--- config.mk ---
export PLATFORM = sky130hd
export DESIGN_NAME = reset_sequencer
export DESIGN_NICKNAME = d
export VERILOG_FILES = /design/src/rtl/reset_sequencer.sv
export SDC_FILE = /design/constraint.sdc
export NUM_CORES = 1
export LEC_CHECK = 0
export ABC_AREA = 1
export CORE_UTILIZATION = 51
export DETAILED_ROUTE_END_ITERATION = 10
export HOLD_SLACK_MARGIN = 0.03
export PLACE_DENSITY = 0.78
export SLEW_MARGIN = 10
export SYNTH_ARGS = -nofsm -noshare
export SYNTH_HDL_FRONTEND = slang
export SYNTH_SLANG_ARGS = --single-unit
--- constraint.sdc ---
create_clock -name clk_sync -period 1.4 [get_ports clk_sync]
set_input_delay 0.28 -clock clk_sync [delete_from_list [all_inputs] [get_ports clk_sync]]
set_output_delay 0.28 -clock clk_sync [all_outputs]
set_load 0.1 [all_outputs]
--- src/rtl/reset_sequencer.sv ---
// Staged reset controller: synchronizes board reset deassertion, holds all
// downstream domains in reset, then releases the stage outputs one by one.
// Soft resets are accepted through a req/ack handshake once fully running.
module reset_sequencer #(
  parameter int unsigned NUM_STAGES  = 4,
  parameter int unsigned HOLD_CYCLES = 16,
  parameter int unsigned STAGE_GAP   = 8,
  parameter int unsigned CNT_WIDTH   = 8
) (
  input  logic                  clk_sync,
  input  logic                  reset_async_n,
  input  logic                  soft_reset_req,
  output logic                  soft_reset_ack,
  output logic [NUM_STAGES-1:0] reset_stage_n,
  output logic                  ready
);

  localparam int unsigned IDX_W   = $clog2(NUM_STAGES + 1);
  localparam int unsigned MAX_CNT = (HOLD_CYCLES > STAGE_GAP) ? HOLD_CYCLES - 1 : STAGE_GAP - 1;

  // Parameter sanity checks at elaboration
  if (NUM_STAGES < 1) begin : g_bad_stages
    $error("reset_sequencer: NUM_STAGES must be at least 1");
  end
  if (HOLD_CYCLES < 1 || STAGE_GAP < 1) begin : g_bad_timing
    $error("reset_sequencer: HOLD_CYCLES and STAGE_GAP must be at least 1");
  end
  if ((MAX_CNT >> CNT_WIDTH) != 0) begin : g_bad_width
    $error("reset_sequencer: CNT_WIDTH too small for HOLD_CYCLES/STAGE_GAP");
  end

  typedef enum logic [1:0] {
    S_HOLD,
    S_RELEASE,
    S_RUN
  } state_t;

  logic                  sync_buf;
  logic                  rst_sync;
  state_t                state_q, state_d;
  logic [CNT_WIDTH-1:0]  cnt_q, cnt_d;
  logic [IDX_W-1:0]      idx_q, idx_d;
  logic [NUM_STAGES-1:0] stage_q, stage_d;
  logic                  ready_q, ready_d;
  logic                  ack_q, ack_d;

  // Two-flop synchronizer: assertion is immediate, deassertion is clocked
  always_ff @(posedge clk_sync or negedge reset_async_n) begin
    if (!reset_async_n) begin
      sync_buf <= 1'b0;
      rst_sync <= 1'b0;
    end else begin
      sync_buf <= 1'b1;
      rst_sync <= sync_buf;
    end
  end

  // FSM state and registered outputs
  always_ff @(posedge clk_sync or negedge reset_async_n) begin
    if (!reset_async_n) begin
      state_q <= S_HOLD;
      cnt_q   <= '0;
      idx_q   <= '0;
      stage_q <= '0;
      ready_q <= 1'b0;
      ack_q   <= 1'b0;
    end else begin
      state_q <= state_d;
      cnt_q   <= cnt_d;
      idx_q   <= idx_d;
      stage_q <= stage_d;
      ready_q <= ready_d;
      ack_q   <= ack_d;
    end
  end

  // Next-state, counter, stage-release and handshake logic
  always_comb begin
    state_d = state_q;
    cnt_d   = cnt_q;
    idx_d   = idx_q;
    stage_d = stage_q;
    ready_d = ready_q;
    ack_d   = 1'b0;
    unique case (state_q)
      S_HOLD: begin
        if (!rst_sync) begin
          cnt_d = '0;
        end else if (cnt_q == CNT_WIDTH'(HOLD_CYCLES - 1)) begin
          stage_d[0] = 1'b1;
          cnt_d      = '0;
          idx_d      = IDX_W'(1);
          if (NUM_STAGES == 1) begin
            state_d = S_RUN;
            ready_d = 1'b1;
          end else begin
            state_d = S_RELEASE;
          end
        end else begin
          cnt_d = cnt_q + 1'b1;
        end
      end
      S_RELEASE: begin
        if (cnt_q == CNT_WIDTH'(STAGE_GAP - 1)) begin
          for (int unsigned i = 0; i < NUM_STAGES; i++) begin
            if (IDX_W'(i) == idx_q) stage_d[i] = 1'b1;
          end
          cnt_d = '0;
          idx_d = idx_q + 1'b1;
          if (idx_q == IDX_W'(NUM_STAGES - 1)) begin
            state_d = S_RUN;
            ready_d = 1'b1;
          end
        end else begin
          cnt_d = cnt_q + 1'b1;
        end
      end
      S_RUN: begin
        if (soft_reset_req) begin
          stage_d = '0;
          ready_d = 1'b0;
          ack_d   = 1'b1;
          state_d = S_HOLD;
          cnt_d   = '0;
          idx_d   = '0;
        end
      end
      default: begin
        state_d = S_HOLD;
        cnt_d   = '0;
        idx_d   = '0;
        stage_d = '0;
        ready_d = 1'b0;
      end
    endcase
  end

  assign reset_stage_n  = stage_q;
  assign ready          = ready_q;
  assign soft_reset_ack = ack_q;

endmodule

=== Word level (Yosys, flattened, before mapping) ===
Index checks and enable logic that the tools add are counted.

* Bits in registers: 21
* Input port bits: 3
* Output and inout port bits: 6
* Word-level logic and storage cells: 72

* Add/sub/neg operators: 2
* Equality and inequality tests: 17
* Mux-type cells: 32
* Bitwise logic cells: 1
* Reduce and logical (&&, ||, !) cells: 9

{| class="wikitable"
|+ Operators with widths
! operator !! count
|-
| two-way mux 8 bit || 4
|-
| one-hot mux 8 bit (3 select lines) || 1
|-
| AND reduction 4 bit || 5
|-
| inequality test 2 bit, second input constant || 9
|-
| one-hot mux 3 bit (3 select lines) || 2
|-
| two-way mux 3 bit || 4
|-
| two-way mux 1 bit || 11
|-
| two-way mux 2 bit || 5
|-
| AND reduction 5 bit || 2
|-
| adder 8 x 1 -> 8 bit, second input constant || 1
|-
| equality test 8 x 3 -> 1 bit, second input constant || 1
|-
| equality test 8 x 4 -> 1 bit, second input constant || 1
|-
| two-way mux 4 bit || 2
|-
| equality test 2 x 3 -> 1 bit, first input constant || 2
|-
| one-hot mux 1 bit (3 select lines) || 2
|-
| one-hot mux 2 bit (3 select lines) || 1
|-
| adder 3 x 1 -> 3 bit, second input constant || 1
|-
| equality test 1 x 3 -> 1 bit, first input constant || 1
|-
| equality test 3 x 2 -> 1 bit, second input constant || 1
|-
| zero test 3 bit || 1
|-
| equality test 2 x 1 -> 1 bit, second input constant || 1
|-
| equality test 2 bit, second input constant || 1
|-
| zero test 2 bit || 1
|-
| inverter 1 bit || 1
|}

=== Depth between registers and ports, before layout ===
Gate-level depths: netlist of the first run.

* Depth in word-level cells: 4
* Depth in mapped cells: 8
* Depth with buffers taken out: 8

=== Least setup slack after synthesis of the first run ===
No wires, ideal clock.

* Kind: flip-flop to output port
* Start: reg stage_q[3] (netlist: reset_stage_n[3])
* End: out reset_stage_n[3]
* Arrival: 1340 ps
* Data required time: 1120 ps
* Slack: -220 ps
* Stages on the path, launching flop included: 2
* Path through: dfrtp_1 buf_4

{| class="wikitable"
|+ RTL lines
! what !! RTL line !! source
|-
| start, declared || 43 || <nowiki>logic [NUM_STAGES-1:0] stage_q, stage_d;</nowiki>
|-
| start signal, assigned || 71 || <nowiki>stage_q <= stage_d;</nowiki>
|-
| end, declared || 14 || <nowiki>output logic [NUM_STAGES-1:0] reset_stage_n,</nowiki>
|}

No word-level cell between the ends.

=== Final worst setup path of the first run ===
* Start: reg cnt_q[0]
* End: reg cnt_q[4]

* Cells in the longest elaborated chain, start to end: 4
* Elaborated cells between the ends (all ways): 7

{| class="wikitable"
|+ Ends and longest elaborated chain
! what !! RTL line !! source
|-
| start, declared || 41 || <nowiki>logic [CNT_WIDTH-1:0] cnt_q, cnt_d;</nowiki>
|-
| start signal, assigned || 69 || <nowiki>cnt_q <= cnt_d;</nowiki>
|-
| adder 8 x 1 -> 8 bit or equality test 8 x 4 -> 1 bit (tied branches) || 100, 115, 89 ||
|-
| two-way mux 8 bit || 89 || <nowiki>end else if (cnt_q == CNT_WIDTH'(HOLD_CYCLES - 1)) begin</nowiki>
|-
| two-way mux 8 bit || 87 || <nowiki>if (!rst_sync) begin</nowiki>
|-
| one-hot mux 8 bit (3 select lines) (*) || 85 || <nowiki>unique case (state_q)</nowiki>
|}

Mark *: on every way between the ends. The rest lies on a longest branch, timed or not.
A chain may end at the register's enable or synchronous reset.

==> flow_metrics.tcl, run 1 <==
set metrics [dict create \
    ys_seq_area_share_pct 44.2 \
    critical_path_buf_inv_count 1 \
    nFillCells 130 \
    seq_area_um2 502 \
    report.final.slew_viol_count 0 \
    ir_drop_uv 1230 \
    critPathLaunchType "flip-flop" \
    clockBufferDepth 2 \
    hold_path_class "input pin to asynchronous set/reset pin" \
    crit_path_top_delay_cell "dfrtp_1" \
    ff2ff_path_depth 7 \
    die_y_um 49.1 \
    cts-htree-levels 1 \
    die_x_um 49.1 \
    drt_wl_total_mm 2.41 \
    syn_area_um2 1130 \
    nets 170 \
    vias 971 \
    synth_seq_cells 20 \
    vias_per_cell 5.19 \
    netlist.area_leader.share_pct 44.2 \
    grt_use_total_pct 23.7 \
    ys_top_cells_by_area "dfrtp_1 (44%), nand2_1 (13%), ha_1 (6.6%)" \
    worstSetupPathType "flip-flop to flip-flop" \
    grt.overflow.total 0 \
    fmax_mhz 727 \
    setup_viol 0 \
    hold_viol_final 0 \
    worst_ep_arrival_time_ns 1.57 \
    clk_latency_ns 0.30 \
    cts_tree "built" \
    drc 0 \
    rows 16 \
    crit_required_ns 1.59 \
    avgSynthCellArea_um2 8.46 \
    antenna_cells 0 \
    worst_slack_ns 0.0245 \
    drtPass1Iterations 4 \
    netlist.top_cell.by_area "dfrtp_1" \
    cts_buffers 3 \
    maxCapViolations 0 \
    placed_area_um2 1420 \
    port_buffers 8 \
    timing.rr.end "cnt_q[4]$_DFFE_PN0P_" \
    syn-num-nets 143 \
    wire_per_inst_um 12.9 \
    clk_pin_slew_worst_paths_ns 0.11 \
    grt_first_pass_wirelength_mm 4.34 \
    clock_skew_ns 0.00253 \
    grt_max_degree 21 \
    worst-path-max-fanout 9 \
    start_util_pct 56.1 \
    ys_warn_count 0 \
    setup_tns_ns 0 \
    place_congestion 0.886 \
    num_io_pins 9 \
    dp_slack_ns -0.0654 \
    cp_common_cell "o21ai_4" \
    multiInputGateArea_um2 583 \
    hpwl_mm 1.78 \
    numClockSinks 20 \
    ant_nets 0 \
    drt_iter0_markers 42 \
    power_w 0.00284 \
    die_area_um2 2420 \
    drive_gt1_share_pct 28.1 \
    grt_pass1_vias 984 \
    post-route-period-util_pct 98.3 \
    rsz0062_at_grt "true" \
    cp-end-kind "flip-flop" \
    antenna_found_initial 0 \
    synth_cells 134 \
    core_area_um2 2020 \
    area_delta_synth_final_pct 33.7 \
    cts-root-buf "clkbuf_4" \
    crit_chain "ha_4 -> nand3_2 -> o21ai_4 -> buf_12 -> o21ai_4 -> nand2_1 -> o21ai_0" \
    stdcell_area_um2 1520 \
    reg2reg_from "cnt_q[0]$_DFFE_PN0P_" \
    final_util_pct 74.9 \
    fin_crit_ns 1.38 \
    status "finished clean" \
    cpPeakStageDelay_ns 0.41 \
    power_density_nw_per_um2 1870 \
    critPathTopFamily "flip-flops" \
    ys_types 26 \
    regToRegSetupSlack_ns 0.02 \
    p_leak_nw 0.775 \
]
==> cells in the mapped netlist, drive strengths merged <==
cell type / instances
nand2: 40
dfrtp: 20
inv: 19
o21ai: 13
nand3: 12
nor2: 8
ha: 6
a21oi: 3
nand4: 3
xor2: 3
buf: 2
o21bai: 2
conb: 1
nor3: 1
o211ai: 1
==> per-layer routing <==
layer	wire length, um	up-vias	global-route usage (%)
met5	0	-	0
met4	26	0	6.37
met3	102	4	3.74
met2	1220	29	41.6
met1	1060	463	30.1
li1	-	475	-
==> cell families (layout without fill, tap and decap cells) <==
group                    count (synthesis)  in the layout  share of synthesized area [%]
AO/OA/AOI/OAI                           19             19                           12.4
XOR/XNOR                                 3              3                           2.32
adder cells (fa/ha/maj)                  6              6                           6.62
buffers and inverters                   21             47                           7.39
flip-flops                              20             20                           44.2
other                                    1              1                          0.331
AND/OR/NAND/NOR                         64             64                           26.8
==> what timing repair did <==
item	in CTS	in global routing
pin swaps	2	0
setup endpoints to repair	15	15
resized for setup	4	4
setup buffers	0	1
hold buffers	0	0
==> power breakdown <==
part / switching [W] / total (W) / internal, W
clock network: 0.000177 / 0.000467 / 0.000290
registers: 0.000166 / 0.000915 / 0.000749
logic: 0.000872 / 0.00146 / 0.000586
==> stage by stage <==
stage	hold WS, ns	instances
CTS	0.294	186
finish	0.297	187
detailed placement	0.349	182
global route	0.320	187
global placement	0.336	182
floorplan	-0.0156	134
==> how the worst max path moves through the flow <==
| stage | from | end | slack, ns | depth (start not counted) |
|---|---|---|---|---|
| floorplan | cnt_q[0]$_DFFE_PN0P_ | reset_stage_n[1]$_DFFE_PN0P_ | 0.01 | 6 |
| global placement | soft_reset_req | reset_stage_n[0]$_DFFE_PN0P_ | -0.05 | 8 |
| detailed placement | soft_reset_req | idx_q[2]$_DFFE_PN0P_ | -0.07 | 7 |
| CTS | cnt_q[0]$_DFFE_PN0P_ | cnt_q[4]$_DFFE_PN0P_ | -0.007 | 7 |
| global route | cnt_q[0]$_DFFE_PN0P_ | idx_q[2]$_DFFE_PN0P_ | -0.08 | 8 |
| finish | cnt_q[0]$_DFFE_PN0P_ | cnt_q[4]$_DFFE_PN0P_ | 0.02 | 7 |
==> worst register-to-register path, stage by stage, from the launching register on <==
cell,delay [ns]
dfrtp_1,0.41
ha_4,0.17
nand3_2,0.10
o21ai_4,0.16
buf_12,0.15
o21ai_4,0.09
nand2_1,0.08
o21ai_0,0.09
==> registers in the layout, summed over array words and instances, names as in the netlist <==
name	count
cnt_q	8
sync_buf	1
rst_sync	1
soft_reset_ack	1
idx_q	3
state_q	2
reset_stage_n	4
==> area by class of cell <==
| type | instances | share of cell area [%] |
|---|---|---|
| multi-input cells | 93 | 38.5 |
| clock inverters | 1 | 1.98 |
| flip-flops and latches | 20 | 33.1 |
| inverters | 19 | 4.71 |
| repair buffers | 24 | 18.0 |
| well taps | 27 | 2.23 |
| clock buffers | 3 | 1.49 |
==> cell usage in the layout, fill, tap and decap left out, drive strengths merged <==
cell type and count:
clkdlybuf4s50 2, bufinv 1, nand2 40, nor3 1
clkbuf 3, xor2 3, nand3 12, nand4 3
buf 22, nor2 8, o211ai 1, conb 1
o21ai 13, a21oi 3, dfrtp 20, ha 6
o21bai 2, inv 19
Note: power is estimated with default switching activity, not from simulation.
==> run 2: changes to the inputs <==
Settings changed: RECOVER_POWER set to 50, REMOVE_ABC_BUFFERS set to 1, SKIP_CTS_REPAIR_TIMING set to 1.
==> flow_metrics.tcl, run 2 (synthesis results as in run 1) <==
set metrics [dict create \
    cts_tree "built" \
    cp-end-kind "flip-flop" \
    drtPass1Iterations 4 \
    clk_latency_ns 0.30 \
    num_io_pins 9 \
    wl_met1_mm 1.15 \
    violations "setup timing" \
    placed_area_um2 1410 \
    critical_path_buf_inv_count 1 \
    p_leak_nw 0.786 \
    hpwl_mm 1.76 \
    ir_drop_uv 1500 \
    cpPeakStageDelay_ns 0.41 \
    cts-root-buf "clkbuf_4" \
    dr_wl_met3_um 146 \
    numClockSinks 20 \
    fin_crit_ns 1.45 \
    power_density_nw_per_um2 1860 \
    setup_tns_ns -0.126 \
    antenna_cells 0 \
    dr_wl_met2_mm 1.32 \
    crit_required_ns 1.59 \
    status "complete, but fails checks" \
    worst_slack_ns -0.0505 \
    worst-path-max-fanout 7 \
    worstSetupPathType "flip-flop to flip-flop" \
    vias_per_cell 5.26 \
    port_buffers 8 \
    relSlewSlack_pct 66.6 \
    setup_viol 6 \
    die_area_um2 2420 \
    cts-htree-levels 1 \
    start_util_pct 56.1 \
    dp_slack_ns -0.0799 \
    cts_buffers 3 \
    regToRegSetupSlack_ns -0.05 \
    die_x_um 49.1 \
    rows 16 \
    regMostFlops "cnt_q" \
    final_common_cell "nand2_1" \
    report.final.slew_viol_count 0 \
    stdcell_area_um2 1540 \
    clockBufferDepth 2 \
    grt_max_degree 21 \
    wire_per_inst_um 14.1 \
    ant_nets 0 \
    post-route-period-util_pct 104 \
    hold_viol_final 0 \
    drt_iter0_markers 26 \
    largest_register_ffs 8 \
    grt_use_total_pct 21.1 \
    place_congestion 0.895 \
    antenna_found_initial 0 \
    clk_pin_slew_worst_paths_ns 0.11 \
    hold_path_class "flip-flop to flip-flop" \
    rsz0062_at_grt "true" \
    worst_pin_slew_ns 0.501 \
    drc 0 \
    grt_pass1_vias 939 \
    die_y_um 49.1 \
    crit_chain "nor2_2 -> nand2_2 -> o21ai_4 -> buf_12 -> o21ai_4 -> nand2_1 -> o21ai_0" \
    critPathTopFamily "compound AO/OA/AOI/OAI gates" \
    vias 999 \
    worst_ep_arrival_time_ns 1.64 \
    crit_path_top_delay_cell "dfrtp_1" \
    maxCapViolations 0 \
    final_cell_mix "nand2_1 (36), dfrtp_1 (19), inv_1 (16), buf_4 (16), nand3_1 (9)" \
    clock_skew_ns 0.00191 \
    core_area_um2 2020 \
    cp_common_cell "o21ai_4" \
    grt.overflow.total 0 \
    fmax_mhz 689 \
    drive_gt1_share_pct 30.1 \
    critPathLaunchType "flip-flop" \
    highest_layer "met4" \
    drt_wl_total_mm 2.69 \
    nets 173 \
    grt_first_pass_wirelength_mm 3.87 \
    holdWs_ns 0.370 \
    nFillCells 135 \
    area_delta_synth_final_pct 35.9 \
]
==> run 2: path summary, 6_finish.rpt <==
check	start	to	cells after the start
max	cnt_q[5]$_DFFE_PN0P_	cnt_q[3]$_DFFE_PN0P_	7
min	sync_buf$_DFF_PN0_	rst_sync$_DFF_PN0_	0
max reg2reg	cnt_q[5]$_DFFE_PN0P_	cnt_q[3]$_DFFE_PN0P_	7
min reg2reg	sync_buf$_DFF_PN0_	rst_sync$_DFF_PN0_	0
max in group asynchronous	reset_async_n	state_q[1]$_DFFE_PN0P_	2
min in group asynchronous	reset_async_n	cnt_q[6]$_DFFE_PN0P_	2
==> run 2: cell type report <==
class | instances | area [um2] | area share [%]
Multi-Input combinational cell | 93 | 587 | 38.1
Sequential cell | 20 | 502 | 32.6
Timing Repair Buffer | 27 | 310 | 20.1
Inverter | 19 | 71.3 | 4.63
Clock buffer | 4 | 36.3 | 2.36
Tap cell | 27 | 33.8 | 2.19
==> run 2: layer usage <==
metal	vias up	track usage, %
met5	-	0
met4	0	8.82
met3	9	2.80
met2	39	35.6
met1	466	26.9
li1	485	-
==> run 2: power by group <==
| part | switching, W | internal, W |
|---|---|---|
| sequential | 0.000178 | 0.000748 |
| combinational | 0.000955 | 0.000652 |
| clock | 0.000177 | 0.000159 |
==> run 2: metrics by stage <==
stage | std cells | power, W | utilization (%)
2_1_floorplan | 132 | 0.00180 | -
3_3_place_gp | 180 | 0.00222 | 69.5
3_5_place_dp | 180 | 0.00228 | 69.5
4_1_cts | 184 | 0.00262 | 71.3
5_1_grt | 190 | 0.00305 | 76.2
6_report | 190 | 0.00287 | 76.2
